**src/rtl/muldiv_pkg.sv**
```systemverilog
// muldiv_pkg
//   Shared definitions for the iterative multiply/divide unit:
//   operation encodings, sequencer state encodings, default XLEN and
//   small decode helpers used by muldiv_sequencer and muldiv_datapath.
package muldiv_pkg;

    localparam int XLEN_DEFAULT = 32;

    typedef enum logic [2:0] {
        OP_MUL   = 3'd0,
        OP_MULHU = 3'd1,
        OP_DIV   = 3'd2,
        OP_DIVU  = 3'd3,
        OP_REM   = 3'd4,
        OP_REMU  = 3'd5
    } op_e;

    typedef enum logic [2:0] {
        S_IDLE = 3'd0,
        S_PREP = 3'd1,
        S_RUN  = 3'd2,
        S_FIX  = 3'd3,
        S_DONE = 3'd4
    } state_e;

    // Encodings 6 and 7 are not defined operations and fall back to MUL.
    function automatic op_e norm_op(input logic [2:0] raw);
        op_e res;
        case (raw)
            3'd1:    res = OP_MULHU;
            3'd2:    res = OP_DIV;
            3'd3:    res = OP_DIVU;
            3'd4:    res = OP_REM;
            3'd5:    res = OP_REMU;
            default: res = OP_MUL;
        endcase
        return res;
    endfunction

    function automatic logic is_div_op(input op_e o);
        return (o == OP_DIV) || (o == OP_DIVU) || (o == OP_REM) || (o == OP_REMU);
    endfunction

endpackage

```
**src/rtl/muldiv_datapath.sv**
```systemverilog
// muldiv_datapath
//   Shift-add multiplier / restoring divider datapath. One iteration per
//   cycle while 'step' is high; operands are captured on 'load' and the
//   final sign correction / half selection happens on 'fix'.
// Ports
//   clk, rst        clock, asynchronous active-low reset
//   load, step, fix strobes from the sequencer FSM
//   op, a, b        latched operation and operands
//   div_zero        combinational: divide-type op with zero divisor
//   res             result register (special value after load, final after fix)
module muldiv_datapath
    import muldiv_pkg::*;
#(
    parameter int XLEN = XLEN_DEFAULT
) (
    input  logic            clk,
    input  logic            rst,
    input  logic            load,
    input  logic            step,
    input  logic            fix,
    input  op_e             op,
    input  logic [XLEN-1:0] a,
    input  logic [XLEN-1:0] b,
    output logic            div_zero,
    output logic [XLEN-1:0] res
);

    localparam int W2 = 2 * XLEN;

    // acc: product (MUL) or partial remainder (DIV)
    // mcand: shifted multiplicand (MUL) or divisor magnitude (DIV)
    // sh: multiplier shifted right (MUL) or dividend/quotient shifted left (DIV)
    logic [W2-1:0]   acc;
    logic [W2-1:0]   mcand;
    logic [XLEN-1:0] sh;
    logic            q_neg;
    logic            r_neg;

    logic            is_div;
    logic            is_signed;
    logic            is_rem;
    logic            neg_a;
    logic            neg_b;
    logic [XLEN-1:0] mag_a;
    logic [XLEN-1:0] mag_b;
    logic [XLEN-1:0] special_res;
    logic [W2-1:0]   add_sum;
    logic [W2-1:0]   r_shift;
    logic [W2-1:0]   r_sub;
    logic            r_ge;
    logic [XLEN-1:0] fix_val;

    // Operand decode: the divider works on magnitudes, signs are restored in FIX.
    always_comb begin
        is_div      = is_div_op(op);
        is_signed   = (op == OP_DIV) || (op == OP_REM);
        is_rem      = (op == OP_REM) || (op == OP_REMU);
        div_zero    = is_div && (b == '0);
        neg_a       = is_signed && a[XLEN-1];
        neg_b       = is_signed && b[XLEN-1];
        mag_a       = neg_a ? -a : a;
        mag_b       = neg_b ? -b : b;
        special_res = '0;
        if (div_zero) begin
            special_res = is_rem ? a : '1;
        end
    end

    // One iteration of each algorithm; the divider shifts the next dividend
    // bit into the remainder and subtracts only when it fits.
    always_comb begin
        add_sum = acc + (sh[0] ? mcand : '0);
        r_shift = {acc[W2-2:0], sh[XLEN-1]};
        r_sub   = r_shift - mcand;
        r_ge    = (r_shift >= mcand);
    end

    // Final result selection and sign correction. The most-negative / -1
    // case falls out naturally: magnitude 2^(XLEN-1) with no negation.
    always_comb begin
        case (op)
            OP_MULHU:        fix_val = acc[W2-1:XLEN];
            OP_DIV, OP_DIVU: fix_val = q_neg ? -sh : sh;
            OP_REM, OP_REMU: fix_val = r_neg ? -acc[XLEN-1:0] : acc[XLEN-1:0];
            default:         fix_val = acc[XLEN-1:0];
        endcase
    end

    always_ff @(posedge clk or negedge rst) begin
        if (!rst) begin
            acc   <= '0;
            mcand <= '0;
            sh    <= '0;
            q_neg <= 1'b0;
            r_neg <= 1'b0;
            res   <= '0;
        end else if (load) begin
            acc   <= '0;
            sh    <= is_div ? mag_a : b;
            mcand <= is_div ? {{XLEN{1'b0}}, mag_b} : {{XLEN{1'b0}}, a};
            q_neg <= neg_a ^ neg_b;
            r_neg <= neg_a;
            res   <= special_res;
        end else if (step) begin
            if (is_div) begin
                acc <= r_ge ? r_sub : r_shift;
                sh  <= {sh[XLEN-2:0], r_ge};
            end else begin
                acc   <= add_sum;
                mcand <= mcand << 1;
                sh    <= sh >> 1;
            end
        end else if (fix) begin
            res <= fix_val;
        end
    end

endmodule

```
**src/rtl/muldiv_sequencer.sv**
```systemverilog
// muldiv_sequencer
//   Multi-cycle controller for iterative MUL/MULHU/DIV/DIVU/REM/REMU in the
//   EX stage. Holds the pipeline with 'stall' while an operation runs and
//   presents the result with a one-cycle 'done' pulse.
// Ports
//   clk, rst      clock, asynchronous active-low reset
//   start, kill   new-op request (IDLE only) / flush that aborts any op
//   op, a, b      operation code and operands
//   stall, busy   pipeline hold / unit not idle
//   done, result  completion pulse and result (held until next accepted op)
// Configuration
//   MULDIV_ZERO_BYPASS_EN  when defined, ops with a zero operand that force a
//                          zero result skip the iterations (latency 2).
module muldiv_sequencer
    import muldiv_pkg::*;
#(
    parameter int XLEN  = XLEN_DEFAULT,
    parameter int CNT_W = 6
) (
    input  logic            clk,
    input  logic            rst,
    input  logic            start,
    input  logic            kill,
    input  logic [2:0]      op,
    input  logic [XLEN-1:0] a,
    input  logic [XLEN-1:0] b,
    output logic            stall,
    output logic            busy,
    output logic            done,
    output logic [XLEN-1:0] result
);

    localparam logic [CNT_W-1:0] CNT_LAST = CNT_W'(XLEN - 1);

    state_e          state;
    state_e          state_next;
    logic [CNT_W-1:0] cnt;
    op_e             op_q;
    logic [XLEN-1:0] a_q;
    logic [XLEN-1:0] b_q;

    logic            latch_en;
    logic            dp_load;
    logic            dp_step;
    logic            dp_fix;
    logic            cnt_clr;
    logic            cnt_inc;
    logic            finish;
    logic            skip_run;
    logic            dp_div_zero;
    logic [XLEN-1:0] dp_res;

    muldiv_datapath #(
        .XLEN (XLEN)
    ) u_datapath (
        .clk      (clk),
        .rst      (rst),
        .load     (dp_load),
        .step     (dp_step),
        .fix      (dp_fix),
        .op       (op_q),
        .a        (a_q),
        .b        (b_q),
        .div_zero (dp_div_zero),
        .res      (dp_res)
    );

    // Ops whose result is fully known after PREP jump straight to DONE.
`ifdef MULDIV_ZERO_BYPASS_EN
    always_comb begin
        if (is_div_op(op_q)) begin
            skip_run = dp_div_zero || (a_q == '0);
        end else begin
            skip_run = (a_q == '0) || (b_q == '0);
        end
    end
`else
    assign skip_run = dp_div_zero;
`endif

    always_ff @(posedge clk or negedge rst) begin
        if (!rst) begin
            state <= S_IDLE;
        end else begin
            state <= state_next;
        end
    end

    // kill overrides every state, including a simultaneous start in IDLE.
    always_comb begin
        state_next = state;
        latch_en   = 1'b0;
        dp_load    = 1'b0;
        dp_step    = 1'b0;
        dp_fix     = 1'b0;
        cnt_clr    = 1'b0;
        cnt_inc    = 1'b0;
        finish     = 1'b0;
        if (kill) begin
            state_next = S_IDLE;
        end else begin
            case (state)
                S_IDLE: begin
                    if (start) begin
                        latch_en   = 1'b1;
                        state_next = S_PREP;
                    end
                end
                S_PREP: begin
                    dp_load    = 1'b1;
                    cnt_clr    = 1'b1;
                    state_next = skip_run ? S_DONE : S_RUN;
                end
                S_RUN: begin
                    dp_step = 1'b1;
                    cnt_inc = 1'b1;
                    if (cnt == CNT_LAST) begin
                        state_next = S_FIX;
                    end
                end
                S_FIX: begin
                    dp_fix     = 1'b1;
                    state_next = S_DONE;
                end
                S_DONE: begin
                    finish     = 1'b1;
                    state_next = S_IDLE;
                end
                default: state_next = S_IDLE;
            endcase
        end
    end

    always_ff @(posedge clk or negedge rst) begin
        if (!rst) begin
            cnt  <= '0;
            op_q <= OP_MUL;
            a_q  <= '0;
            b_q  <= '0;
        end else begin
            if (latch_en) begin
                op_q <= norm_op(op);
                a_q  <= a;
                b_q  <= b;
            end
            if (cnt_clr) begin
                cnt <= '0;
            end else if (cnt_inc) begin
                cnt <= cnt + 1'b1;
            end
        end
    end

    // The result register only moves when an op completes without a kill,
    // so a flushed op leaves the previous result visible.
    always_ff @(posedge clk or negedge rst) begin
        if (!rst) begin
            done   <= 1'b0;
            result <= '0;
        end else begin
            done <= finish;
            if (finish) begin
                result <= dp_res;
            end
        end
    end

    assign busy  = (state != S_IDLE);
    assign stall = start || (state == S_PREP) || (state == S_RUN) || (state == S_FIX);

endmodule

```
**config.mk**
```make
export PLATFORM = sky130hd
export DESIGN_NAME = muldiv_sequencer
export DESIGN_NICKNAME = d
export VERILOG_FILES = /design/src/rtl/muldiv_pkg.sv /design/src/rtl/muldiv_datapath.sv /design/src/rtl/muldiv_sequencer.sv
export SDC_FILE = /design/constraint.sdc
export NUM_CORES = 1
export LEC_CHECK = 0
export CORE_AREA = 2 2 242 196
export CTS_CLUSTER_SIZE = 30
export DETAILED_ROUTE_END_ITERATION = 16
export DIE_AREA = 0 0 244 198
export GPL_TIMING_DRIVEN = 1
export HOLD_SLACK_MARGIN = 0.06
export PLACE_DENSITY_LB_ADDON = 0.15
export SLEW_MARGIN = 20
export SYNTH_ARGS = -nofsm -noshare
export SYNTH_HDL_FRONTEND = slang
export SYNTH_SLANG_ARGS = --single-unit
```
**constraint.sdc**
```tcl
create_clock -name clk -period 3.9 [get_ports clk]
set_input_delay 0.78 -clock clk [delete_from_list [all_inputs] [get_ports clk]]
set_output_delay 0.78 -clock clk [all_outputs]
set_load 0.005 [all_outputs]
```
Word-level counts from Yosys, hierarchy flattened
Index checks and enable logic that the tools add are counted.
{"block": "op_classes", "n_mux": 42, "bitwise": 1, "order_cmp": 1, "addsub": 7, "n_eq_ne": 19, "n_reduce_logical": 21}
{"operator": "$mux W64", "n": 8}
{"operator": "$mux W32", "n": 14}
{"operator": "$neg A32 Y32", "n": 4}
{"operator": "$pmux W32 S3", "n": 1}
{"operator": "$add A64 B64 Y64", "n": 1}
{"operator": "$ge A64 B64 Y1", "n": 1}
{"operator": "$sub A64 B64 Y64", "n": 1}
{"operator": "$logic_not A32 Y1", "n": 1}
{"operator": "$eq A3 B2 Y1 const B", "n": 6}
{"operator": "$eq A3 B3 Y1 const B", "n": 5}
{"operator": "$pmux W3 S5", "n": 1}
{"operator": "$mux W3", "n": 4}
{"operator": "$mux W6", "n": 2}
{"operator": "$pmux W3 S4", "n": 1}
{"operator": "$mux W1", "n": 11}
{"operator": "$eq A3 B1 Y1 const B", "n": 3}
{"operator": "$logic_or A1 B1 Y1", "n": 8}
{"operator": "$add A6 B1 Y6 const B", "n": 1}
{"operator": "$eq A6 B5 Y1 const B", "n": 1}
{"operator": "$ne A3 B3 Y1 const B", "n": 2}
{"operator": "$reduce_and A2 Y1", "n": 3}
{"operator": "$ne A2 B2 Y1 const B", "n": 2}
{"operator": "$reduce_bool A2 Y1", "n": 2}
{"operator": "$reduce_or A2 Y1", "n": 2}
{"operator": "other kinds (4)", "n": 6}
{"block": "totals", "in_bits": 71, "output_inout_bits": 35, "wordCells": 104, "register_bits": 303}

Longest topological paths before layout
Gate-level depths: netlist of run 1.
{"block": "depth", "depth_word": 8, "ltp_mapped": 17, "mapped_depth_nobuf": 15}

Cells and area by module
Synthesis of run 1 repeated with hierarchy kept, for this count alone.
{"block": "unflattened", "hier_cells": 3251, "area_unflattened_um2": 25572.0}
{"module": "muldiv_datapath", "cells_per_inst": 2976, "area_per_inst_um2": 21328.0, "n_inst": 1, "seq_area_each_um2": 4854.7}
{"module": "muldiv_sequencer", "cells_per_inst": 275, "area_per_inst_um2": 4244.1, "n_inst": 1, "seq_area_each_um2": 2727.6}

Worst setup path after synthesis of run 1
OpenSTA, ideal clock, no wires.
{"block": "synth_timing", "path_kind": "register to register", "startpoint": "register u_datapath.sh[0]", "endpoint": "register u_datapath.acc[62]", "t_required_ns": 3.767, "setup_slack_ns": 0.255, "setup_ns": 0.133, "synth_period_minus_slack_ns": 3.645, "arrival_time_ns": 3.512, "path_stages_with_launch": 17, "path_buffers": 2, "cell_sequence": "dfrtp_1 -> buf_6 -> inv_2 -> clkbuf_1 -> nor2_1 -> ha_1 -> o21ai_0 -> a21oi_1 -> o21ai_1 -> o31ai_1 -> a211oi_1 -> o31ai_2 -> a21oi_1 -> o221ai_1 -> o21ai_0 -> a2111oi_0 -> nor2_1"}
{"block": "synth_via", "elab_chain_cells": 5}
{"item": "start, declared", "line_no": "muldiv_datapath.sv:35", "text": "logic [XLEN-1:0] sh;"}
{"item": "start signal, assigned", "line_no": "muldiv_datapath.sv:99", "text": "sh <= is_div ? mag_a : b;"}
{"item": "start signal, assigned", "line_no": "muldiv_datapath.sv:107", "text": "sh <= {sh[XLEN-2:0], r_ge};"}
{"item": "start signal, assigned", "line_no": "muldiv_datapath.sv:111", "text": "sh <= sh >> 1;"}
{"item": "$mux W64", "line_no": "muldiv_datapath.sv:72", "text": "add_sum = acc + (sh[0] ? mcand : '0);"}
{"item": "$add A64 B64 Y64", "line_no": "muldiv_datapath.sv:72"}
{"item": "$mux W64", "line_no": "muldiv_datapath.sv:105", "text": "if (is_div) begin"}
{"item": "$mux W64", "line_no": "muldiv_datapath.sv:104", "text": "end else if (step) begin"}
{"item": "$mux W64", "line_no": "muldiv_datapath.sv:97", "text": "end else if (load) begin"}
{"item": "end signal, assigned", "line_no": "muldiv_datapath.sv:106", "text": "acc <= r_ge ? r_sub : r_shift;"}
{"item": "end signal, assigned", "line_no": "muldiv_datapath.sv:109", "text": "acc <= add_sum;"}
{"item": "end, declared", "line_no": "muldiv_datapath.sv:33", "text": "logic [W2-1:0] acc;"}
Every way passes these cells. The select of a mux whose other input is x is not followed.
A chain may end at the register's enable or synchronous reset.

Final worst setup path of run 1
{"block": "layout_timing", "startpoint": "register u_datapath.mcand[0]", "endpoint": "register u_datapath.acc[58]"}
{"block": "layout_via", "elab_chain_cells": 5, "word_cells_on_any_way": 8, "cone_classes": "2 x add/sub; 1 x order compare; 5 x mux"}
{"item": "start, declared", "line_no": "muldiv_datapath.sv:34", "text": "logic [W2-1:0] mcand;"}
{"item": "start signal, assigned", "line_no": "muldiv_datapath.sv:100", "text": "mcand <= is_div ? {{XLEN{1'b0}}, mag_b} : {{XLEN{1'b0}}, a};"}
{"item": "start signal, assigned", "line_no": "muldiv_datapath.sv:110", "text": "mcand <= mcand << 1;"}
{"item": "$mux W64 (tied with other cells)", "line_no": "muldiv_datapath.sv:72"}
{"item": "$add A64 B64 Y64 or $mux W64 (tied branches)", "line_no": "muldiv_datapath.sv:72, muldiv_datapath.sv:106"}
{"item": "$mux W64 (*)", "line_no": "muldiv_datapath.sv:105"}
{"item": "$mux W64 (*)", "line_no": "muldiv_datapath.sv:104"}
{"item": "$mux W64 (*)", "line_no": "muldiv_datapath.sv:97"}
Mark *: on every way between the ends. The rest lies on a longest branch, timed or not. The select of a mux whose other input is x is not followed.

==> metrics.txt, run 1 <==
# TYPE chip_impl_metric gauge
chip_impl_metric{name="ys_warn_count",unit=""} 0
chip_impl_metric{name="route.vias.total",unit=""} 28900
chip_impl_info{name="worstSetupEndpointType",value="register"} 1
chip_impl_metric{name="die_area",unit="um^2"} 48300
chip_impl_metric{name="highest_attainable_clock_frequency",unit="GHz"} 0.260
chip_impl_info{name="timing.critical_path.from_type",value="register"} 1
chip_impl_metric{name="synthesis.area_per_instance",unit="um^2"} 7.90
chip_impl_metric{name="fin_worst_skew",unit="ns"} 0.0253
chip_impl_metric{name="floorplan.initialDensity",unit="%"} 56.0
chip_impl_metric{name="p_leak",unit="nW"} 14.6
chip_impl_metric{name="dr.first_iter.drc_count",unit=""} 4243
chip_impl_metric{name="largest_net_degree_at_the_start_of_global_routing",unit=""} 150
chip_impl_metric{name="finalCoreUtilization",unit="%"} 70.0
chip_impl_info{name="worst_r2r_endpoint",value="u_datapath.acc[58]$_DFFE_PN0P_"} 1
chip_impl_metric{name="chipHeight",unit="um"} 198
chip_impl_metric{name="synth_cells",unit=""} 3279
chip_impl_metric{name="cts.reportedPaths.clkPinSlew",unit="ns"} 0.06
chip_impl_metric{name="syn-cell-area",unit="um^2"} 25900
chip_impl_info{name="r2r-start",value="u_datapath.mcand[0]$_DFFE_PN0P_"} 1
chip_impl_metric{name="fp.coreArea",unit="um^2"} 46300
chip_impl_metric{name="timing.final.setup_violations",unit=""} 0
chip_impl_metric{name="clk-insertion-delay-late",unit="ns"} 0.57
chip_impl_metric{name="r2r.worst_path.cells",unit=""} 19
chip_impl_metric{name="multi_input_area",unit="um^2"} 17400
chip_impl_metric{name="dieWidth",unit="um"} 244
chip_impl_metric{name="floorplan.io_pins",unit=""} 106
chip_impl_info{name="critical_path_class",value="register to register"} 1
chip_impl_metric{name="synth_edf_count",unit=""} 0
chip_impl_metric{name="critical_path_required",unit="ns"} 4.34
chip_impl_info{name="min_path_type",value="input pin to async pin"} 1
chip_impl_metric{name="grt.overflow.total",unit=""} 0
chip_impl_metric{name="drt.antenna.violating_nets",unit=""} 0
chip_impl_metric{name="layout.area.seq",unit="um^2"} 7580
chip_impl_info{name="synth_area_leader_cell",value="dfrtp_1"} 1
chip_impl_metric{name="slew-limit-headroom",unit="%"} 26.7
chip_impl_metric{name="rows",unit=""} 71
chip_impl_metric{name="synth.lib_cells_used.distinct",unit=""} 96
chip_impl_metric{name="dp.final_hpwl",unit="um"} 82800
chip_impl_metric{name="synthesis.nets",unit=""} 3488
chip_impl_metric{name="timing.critical_path.arrival",unit="ns"} 4.29
chip_impl_metric{name="placed_cells_incl_taps",unit=""} 4237
chip_impl_metric{name="post-route-period-util",unit="%"} 98.6
chip_impl_metric{name="drive_above_1_share",unit="%"} 20.5
chip_impl_metric{name="vias_per_cell",unit=""} 6.70
chip_impl_metric{name="cts.path.max_buffers",unit=""} 3
chip_impl_metric{name="gp_routability_congestion",unit=""} 1.09
chip_impl_metric{name="power.density_cell_area",unit="nW/um^2"} 1010
chip_impl_info{name="cts_tree",value="yes"} 1
chip_impl_metric{name="cap_violations",unit=""} 0
chip_impl_metric{name="maxSlewViolCount",unit=""} 0
chip_impl_metric{name="tightestPinTransition",unit="ns"} 1.09
chip_impl_metric{name="cts-htree-levels",unit=""} 2
chip_impl_metric{name="ys_seq_area_share",unit="%"} 29.3
chip_impl_info{name="yosysMostFrequentCell",value="nand2_1"} 1
chip_impl_metric{name="vdd_ir_drop_max",unit="V"} 0.000791
chip_impl_metric{name="grt_pass1_wl",unit="um"} 162000
chip_impl_metric{name="finalHoldViolations",unit=""} 0
chip_impl_info{name="synth_ff_type",value="dfrtp_1"} 1
chip_impl_metric{name="syn2layout_area_growth",unit="%"} 24.9
chip_impl_metric{name="portBuffers",unit=""} 105
chip_impl_metric{name="fillCellCount",unit=""} 3799
chip_impl_metric{name="ys_seq_elements",unit=""} 303
chip_impl_metric{name="gr-usage-all-layers",unit="%"} 43.8
chip_impl_metric{name="tritoncts.num_buffers",unit=""} 35
chip_impl_info{name="run_status",value="completed"} 1
chip_impl_metric{name="drc",unit=""} 0
chip_impl_metric{name="drt_total_wl",unit="um"} 110000
chip_impl_metric{name="detail_route.wl_per_cell",unit="um"} 25.5
chip_impl_metric{name="async_reset_ff_share",unit="%"} 100
chip_impl_metric{name="post_layout_nonfiller_instances",unit=""} 4323
chip_impl_metric{name="tritoncts_num_sinks",unit=""} 303
chip_impl_metric{name="initial_antenna_violation_count",unit=""} 5
chip_impl_metric{name="reg2reg_slack",unit="ns"} 0.05
chip_impl_metric{name="grt_pass1_vias",unit=""} 26800
chip_impl_metric{name="drt_first_pass_iters",unit=""} 7
chip_impl_info{name="netlist_top_cells_area",value="dfrtp_1, a21oi_1, ha_1"} 1
chip_impl_metric{name="critical_path.max_fanout",unit=""} 7
chip_impl_info{name="synth.top_cells.by_count",value="nand2_1, a21oi_1, dfrtp_1"} 1
chip_impl_info{name="rsz0062_at_grt",value="yes"} 1
chip_impl_metric{name="min_period",unit="ns"} 3.85
chip_impl_metric{name="synth_top_area_share",unit="%"} 29.3
chip_impl_info{name="clock-root-buffer",value="clkbuf_16"} 1
chip_impl_metric{name="nets",unit=""} 3884
## power by group
group | internal [W] | total [W] | switching (W)
clock network | 0.00203 | 0.00351 | 0.00148
logic | 0.0102 | 0.0237 | 0.0135
registers | 0.00407 | 0.00545 | 0.00138
total | 0.0163 | 0.0326 | 0.0163
## placed cells by master (no fill, tap or decap), drive strengths merged, types with 9 or more instances in the layout
cell type	Yosys	final
a211oi	64	64
a21o	77	77
a21oi	340	340
a221oi	25	25
a22o	27	27
a31oi	64	64
a32o	9	9
and2	14	14
and3	22	22
buf	45	472
clkbuf	175	51
clkdlybuf4s50	0	104
dfrtp	303	303
ha	136	136
inv	137	138
mux2	99	99
mux2i	42	42
nand2	405	405
nand2b	23	23
nand3	64	64
nand4	41	41
nor2	280	280
nor2b	16	16
nor3	56	56
nor4	19	19
o211ai	39	39
o21a	18	18
o21ai	255	255
o21bai	34	34
o221ai	15	15
o22a	9	10
o22ai	10	10
o31ai	54	54
o41ai	16	16
or3	30	30
or4	17	17
xnor2	108	108
xor2	87	87
## through the flow
stage          hold WS (ns)  setup WS [ns]  setup TNS, ns  cell area (um^2)  total power [W]
4_1_cts               0.299        -0.0472        -0.0494             31700           0.0295
6_report              0.243         0.0550              0             32400           0.0326
3_3_place_gp          0.459         -0.403          -5.77             30300           0.0252
5_1_grt               0.308        -0.0360         -0.134             32400           0.0339
3_5_place_dp          0.471         -0.406         -10.83             30300           0.0256
2_1_floorplan         0.444          0.255              0             25900           0.0170
## state kept, by name, indices dropped and copies added, names as in the netlist
signal	count
result	32
op_q	3
cnt	6
state	3
u_datapath.r_neg	1
u_datapath.acc	64
u_datapath.mcand	64
b_q	32
u_datapath.q_neg	1
a_q	32
done	1
u_datapath.sh	32
u_datapath.res	32
## per-layer routing
layer	GRT usage, %	wire length [um]	share of wire [%]
met5	0	37	0.034
met4	21.6	6530	5.9
met3	14.0	14800	13
met2	64.2	45500	41
met1	58.3	43300	39
## worst max-delay path by stage
stage / depth (start not counted) / to / slack, ns / startpoint
2_1_floorplan: 16 / u_datapath.acc[62]$_DFFE_PN0P_ / 0.26 / u_datapath.sh[0]$_DFFE_PN0P_
3_3_place_gp: 17 / u_datapath.acc[62]$_DFFE_PN0P_ / -0.40 / u_datapath.mcand[0]$_DFFE_PN0P_
3_5_place_dp: 18 / u_datapath.acc[63]$_DFFE_PN0P_ / -0.41 / u_datapath.sh[0]$_DFFE_PN0P_
4_1_cts: 19 / u_datapath.acc[62]$_DFFE_PN0P_ / -0.05 / u_datapath.mcand[0]$_DFFE_PN0P_
5_1_grt: 19 / u_datapath.acc[60]$_DFFE_PN0P_ / -0.04 / u_datapath.mcand[0]$_DFFE_PN0P_
6_report: 19 / u_datapath.acc[58]$_DFFE_PN0P_ / 0.05 / u_datapath.mcand[0]$_DFFE_PN0P_
## area by class of cell
type	instances	area share (%)
repair inverters	1	0.0348
flip-flops and latches	303	23.4
well taps	620	2.40
multi-input cells	2616	53.7
repair buffers	581	15.1
diodes	4	0.0309
inverters	137	1.63
clock buffers	46	2.99
clock inverters	15	0.634
## worst max-delay path: stages, from the launching register on
cell      delay, ns
dfrtp_1        0.38
buf_4          0.14
ha_1           0.21
fa_2           0.37
nand2b_4       0.16
a211oi_4       0.27
o21ai_1        0.12
buf_4          0.18
a21oi_4        0.16
buf_4          0.15
o21bai_4       0.07
a211oi_2       0.18
buf_4          0.20
o22ai_4        0.16
buf_6          0.21
nor2_2         0.12
buf_6          0.17
o21ai_1        0.09
a32oi_2        0.29
nor3b_2        0.09
## kinds of logic after synthesis
family | count (synthesis) | synth area share [%]
AOI/OAI and AO/OA | 1131 | 27.8
muxes | 141 | 5.92
xor gates and xnor gates | 195 | 6.59
buffers and inverters | 361 | 6.00
DFF | 303 | 29.3
and+or+nand+nor | 1010 | 17.7
adders and majority gates | 138 | 6.72
## repair_timing
action	CTS	global route
setup buffers	1	12
hold buffers	0	0
endpoints found under the setup margin	61	62
pin swaps	11	35
cloned	0	8
resized for setup	35	108
No activity file was read; power rests on OpenSTA's default activity.
==> run 2, diff against run 1 <==
CORE_AREA = 2 2 240 195   (was 2 2 242 196)
DIE_AREA = 0 0 242 197   (was 0 0 244 198)
SYNTH_HIERARCHICAL = 1   (was unset)
==> run 2 against run 1 <==
  * Clock skew fell by 0.0031 ns
  * Total power fell by 11%
  * Largest cell class unchanged
  * Global-route usage fell by 2.4 points
  * Utilization fell by 2.8 points
  * Cell area fell by 6.3%
  * Combinational power fell by 14%
  * Area after synthesis fell by 1.3%
  * Sequential power fell by 4.0%
  * Fmax barely moved
  * Critical endpoint is now u_datapath/acc[51]$_DFFE_PN0P_
  * Critical path depth fell by 2
  * Die area fell by 1.3%
  * Highest routed layer unchanged
==> metrics.txt, run 2 <==
# TYPE chip_impl_metric gauge
chip_impl_metric{name="share_seq_of_total_power",unit="%"} 18.0
chip_impl_metric{name="highest_attainable_clock_frequency",unit="GHz"} 0.260
chip_impl_info{name="timing.critical_path.from_type",value="register"} 1
chip_impl_metric{name="syn-cell-area",unit="um^2"} 25600
chip_impl_metric{name="async_reset_ff_share",unit="%"} 100
chip_impl_metric{name="netSwitchingPower",unit="W"} 0.0147
chip_impl_metric{name="critical_path_required",unit="ns"} 4.33
chip_impl_metric{name="synth.area.mux_share",unit="%"} 7.62
chip_impl_metric{name="fp.coreArea",unit="um^2"} 45200
chip_impl_metric{name="maxSlewViolCount",unit=""} 0
chip_impl_metric{name="fillCellCount",unit=""} 3858
chip_impl_metric{name="dieWidth",unit="um"} 242
chip_impl_metric{name="multi_input_area",unit="um^2"} 16900
chip_impl_metric{name="post_layout_nonfiller_instances",unit=""} 4092
chip_impl_metric{name="dr.first_iter.drc_count",unit=""} 3661
chip_impl_metric{name="p_leak",unit="nW"} 13.6
chip_impl_metric{name="largest_net_degree_at_the_start_of_global_routing",unit=""} 111
chip_impl_info{name="clock-root-buffer",value="clkbuf_16"} 1
chip_impl_metric{name="synthesis.nets",unit=""} 3460
chip_impl_metric{name="cts.path.max_buffers",unit=""} 3
chip_impl_metric{name="grt_pass1_vias",unit=""} 25100
chip_impl_metric{name="clk-insertion-delay-late",unit="ns"} 0.56
chip_impl_metric{name="chipHeight",unit="um"} 197
chip_impl_metric{name="dp.final_hpwl",unit="um"} 78100
chip_impl_metric{name="ys_warn_count",unit=""} 6
chip_impl_metric{name="internal-power",unit="W"} 0.0143
chip_impl_info{name="min_path_type",value="input pin to async pin"} 1
chip_impl_metric{name="yosys.area_share.xor_xnor",unit="%"} 7.47
chip_impl_info{name="synth_ff_type",value="dfrtp_1"} 1
chip_impl_metric{name="cts-htree-levels",unit=""} 2
chip_impl_info{name="critical_path_class",value="register to register"} 1
chip_impl_metric{name="synthesis.area_per_instance",unit="um^2"} 7.87
chip_impl_metric{name="slew-limit-headroom",unit="%"} 32.5
chip_impl_info{name="r2r-start",value="u_datapath/sh[0]$_DFFE_PN0P_"} 1
chip_impl_metric{name="synth-simple-area-share",unit="%"} 16.2
chip_impl_info{name="worstSetupEndpointType",value="register"} 1
chip_impl_info{name="mostFrequentLayoutCell",value="nand2_1"} 1
chip_impl_metric{name="fin_worst_skew",unit="ns"} 0.0222
chip_impl_info{name="cts_tree",value="yes"} 1
chip_impl_metric{name="timing.final.setup_violations",unit=""} 0
chip_impl_metric{name="grt_pass1_wl",unit="um"} 152000
chip_impl_metric{name="r2r.worst_path.cells",unit=""} 17
chip_impl_info{name="run_status",value="completed"} 1
chip_impl_metric{name="gr-usage-all-layers",unit="%"} 41.4
chip_impl_info{name="synth_area_leader_cell",value="dfrtp_1"} 1
chip_impl_info{name="critical_path.startpoint",value="u_datapath/sh[0]$_DFFE_PN0P_"} 1
chip_impl_metric{name="min_period",unit="ns"} 3.85
chip_impl_metric{name="tritoncts_num_sinks",unit=""} 303
chip_impl_metric{name="detail_route.wl_per_cell",unit="um"} 25.1
chip_impl_metric{name="nets",unit=""} 3662
chip_impl_metric{name="switching_share",unit="%"} 50.8
chip_impl_metric{name="drc",unit=""} 0
chip_impl_metric{name="totalNegativeSetupSlack",unit="ns"} 0
chip_impl_info{name="rsz0062_at_grt",value="yes"} 1
chip_impl_metric{name="ys_seq_area_share",unit="%"} 29.7
chip_impl_info{name="commonest_cells_after_routing_fill_and_taps_aside",value="nand2_1, a21oi_1, o21ai_0"} 1
chip_impl_metric{name="floorplan.initialDensity",unit="%"} 56.6
chip_impl_metric{name="tightestPinTransition",unit="ns"} 1.01
chip_impl_metric{name="share_comb_of_total_power",unit="%"} 69.9
chip_impl_metric{name="drive_above_1_share",unit="%"} 14.9
chip_impl_metric{name="finalHoldViolations",unit=""} 0
chip_impl_metric{name="drt.antenna.violating_nets",unit=""} 0
chip_impl_metric{name="gp_routability_congestion",unit=""} 1.06
chip_impl_metric{name="critical_path.max_fanout",unit=""} 11
chip_impl_metric{name="drt_total_wl",unit="um"} 103000
chip_impl_metric{name="initial_antenna_violation_count",unit=""} 1
chip_impl_metric{name="drt_first_pass_iters",unit=""} 7
chip_impl_metric{name="route.vias.total",unit=""} 27100
chip_impl_metric{name="timing.critical_path.arrival",unit="ns"} 4.27
chip_impl_metric{name="synth_fa_ha_area_share",unit="%"} 6.81
chip_impl_metric{name="synth_cells",unit=""} 3251
chip_impl_info{name="top_regs",value="u_datapath/acc x64, u_datapath/mcand x64"} 1
chip_impl_metric{name="fraction_of_the_mapped_netlist_area_in_compound_gates",unit="%"} 26.6
chip_impl_metric{name="synth.lib_cells_used.distinct",unit=""} 79
chip_impl_metric{name="vdd_ir_drop_max",unit="V"} 0.000740
chip_impl_metric{name="reg2reg_slack",unit="ns"} 0.05
chip_impl_metric{name="portBuffers",unit=""} 105
chip_impl_info{name="synth.top_cells.by_count",value="nand2_1, a21oi_1, o21ai_0"} 1
chip_impl_metric{name="ys_seq_elements",unit=""} 303
chip_impl_metric{name="vias_per_cell",unit=""} 6.62
chip_impl_metric{name="pwr-share-clk",unit="%"} 12.1
chip_impl_metric{name="synth_top_area_share",unit="%"} 29.7
chip_impl_info{name="yosysMostFrequentCell",value="nand2_1"} 1
chip_impl_metric{name="tritoncts.num_buffers",unit=""} 36
chip_impl_metric{name="power.density_cell_area",unit="nW/um^2"} 956
chip_impl_metric{name="ctsHoldBuffers",unit=""} 0
chip_impl_metric{name="floorplan.io_pins",unit=""} 106
chip_impl_metric{name="die_area",unit="um^2"} 47700
chip_impl_metric{name="syn2layout_area_growth",unit="%"} 18.6
chip_impl_info{name="worst_r2r_endpoint",value="u_datapath/acc[51]$_DFFE_PN0P_"} 1
chip_impl_metric{name="cts.reportedPaths.clkPinSlew",unit="ns"} 0.06
chip_impl_info{name="netlist_top_cells_area",value="dfrtp_1, a21oi_1, o21ai_0"} 1
chip_impl_metric{name="rows",unit=""} 70
chip_impl_metric{name="grt.overflow.total",unit=""} 0
chip_impl_info{name="synth_top_family_by_area",value="compound AO/OA/AOI/OAI gates"} 1
chip_impl_metric{name="placed_cells_incl_taps",unit=""} 4020
chip_impl_metric{name="synth_edf_count",unit=""} 0
chip_impl_metric{name="post-route-period-util",unit="%"} 98.6
chip_impl_metric{name="layout.area.seq",unit="um^2"} 7580
chip_impl_metric{name="cap_violations",unit=""} 0
run 2: final cells by class:
class                           count  area share (%)
Antenna cell                        2          0.0165
Clock buffer                       49            3.39
Clock inverter                     14           0.569
Inverter                          160            1.99
Multi-Input combinational cell   2575            55.7
Sequential cell                   303            25.0
Tap cell                          612            2.52
Timing Repair Buffer              377            10.8
run 2: cell families (layout without fill, tap and decap cells):
group / count (synthesis) / count (layout)
xor gates and xnor gates: 218 / 218
other: 0 / 2
buffers and inverters: 373 / 600
DFF: 303 / 303
AOI/OAI and AO/OA: 1117 / 1117
and+or+nand+nor: 920 / 920
muxes: 182 / 182
adders and majority gates: 138 / 138
run 2: worst max-delay path: stages, from the launching register on:
cell and delay [ns]:
dfrtp_2 0.44, inv_4 0.13, buf_6 0.17, nor2_1 0.06, ha_1 0.35, a21o_1 0.23, a31oi_2 0.21, nand2_1 0.12
nor4_4 0.31, buf_4 0.17, nor3_1 0.05, nor3_2 0.38, buf_4 0.21, nor2_1 0.06, a31oi_1 0.22, xor2_1 0.24
nor2_1 0.07, a221o_1 0.26
run 2: power groups by stage:
stage	clock [W]	sequential, W	combinational, W
2_1_floorplan	0	0.00477	0.0116
3_3_place_gp	0	0.00513	0.0183
3_5_place_dp	0	0.00517	0.0186
4_1_cts	0.00355	0.00512	0.0188
5_1_grt	0.00366	0.00527	0.0214
6_report	0.00351	0.00523	0.0203
run 2: per-layer routing:
layer / part of all wire, % / track usage, % / routed length, um / up-vias
met5: 0.040 / 0 / 41 / -
met4: 4.2 / 16.3 / 4310 / 4
met3: 13 / 12.0 / 13300 / 273
met2: 41 / 58.5 / 41800 / 1723
met1: 42 / 59.4 / 43200 / 13000
li1: - / - / - / 12100
run 2: worst max-delay path by stage:
stage | slack (ns) | cells past startpoint | end
after floorplan | 0.01 | 16 | u_datapath/acc[61]$_DFFE_PN0P_
after global placement | -0.22 | 18 | u_datapath/acc[59]$_DFFE_PN0P_
after detailed placement | -0.29 | 16 | u_datapath/acc[61]$_DFFE_PN0P_
after CTS | 0.02 | 19 | u_datapath/acc[34]$_DFFE_PN0P_
after global routing | -0.02 | 21 | u_datapath/acc[19]$_DFFE_PN0P_
final | 0.05 | 17 | u_datapath/acc[51]$_DFFE_PN0P_
run 2: per-stage QoR:
step / setup WS [ns] / utilization, % / cell area, um^2 / hold WS, ns / total power (W)
after detailed placement: -0.293 / 63.6 / 28700 / 0.469 / 0.0237
after global placement: -0.219 / 63.6 / 28700 / 0.462 / 0.0234
after CTS: 0.0195 / 66.5 / 30000 / 0.323 / 0.0275
after global routing: -0.0222 / 67.1 / 30300 / 0.332 / 0.0304
after floorplan: 0.0131 / - / 25600 / 0.444 / 0.0164
final: 0.0546 / 67.1 / 30300 / 0.276 / 0.0290
run 2: timing repair:
action                                  in CTS  in global routing
gates resized for setup                     16                 54
cloned                                       0                  1
endpoints found under the setup margin      15                 59
pin swaps                                    0                  8
buffers inserted                             0                  6
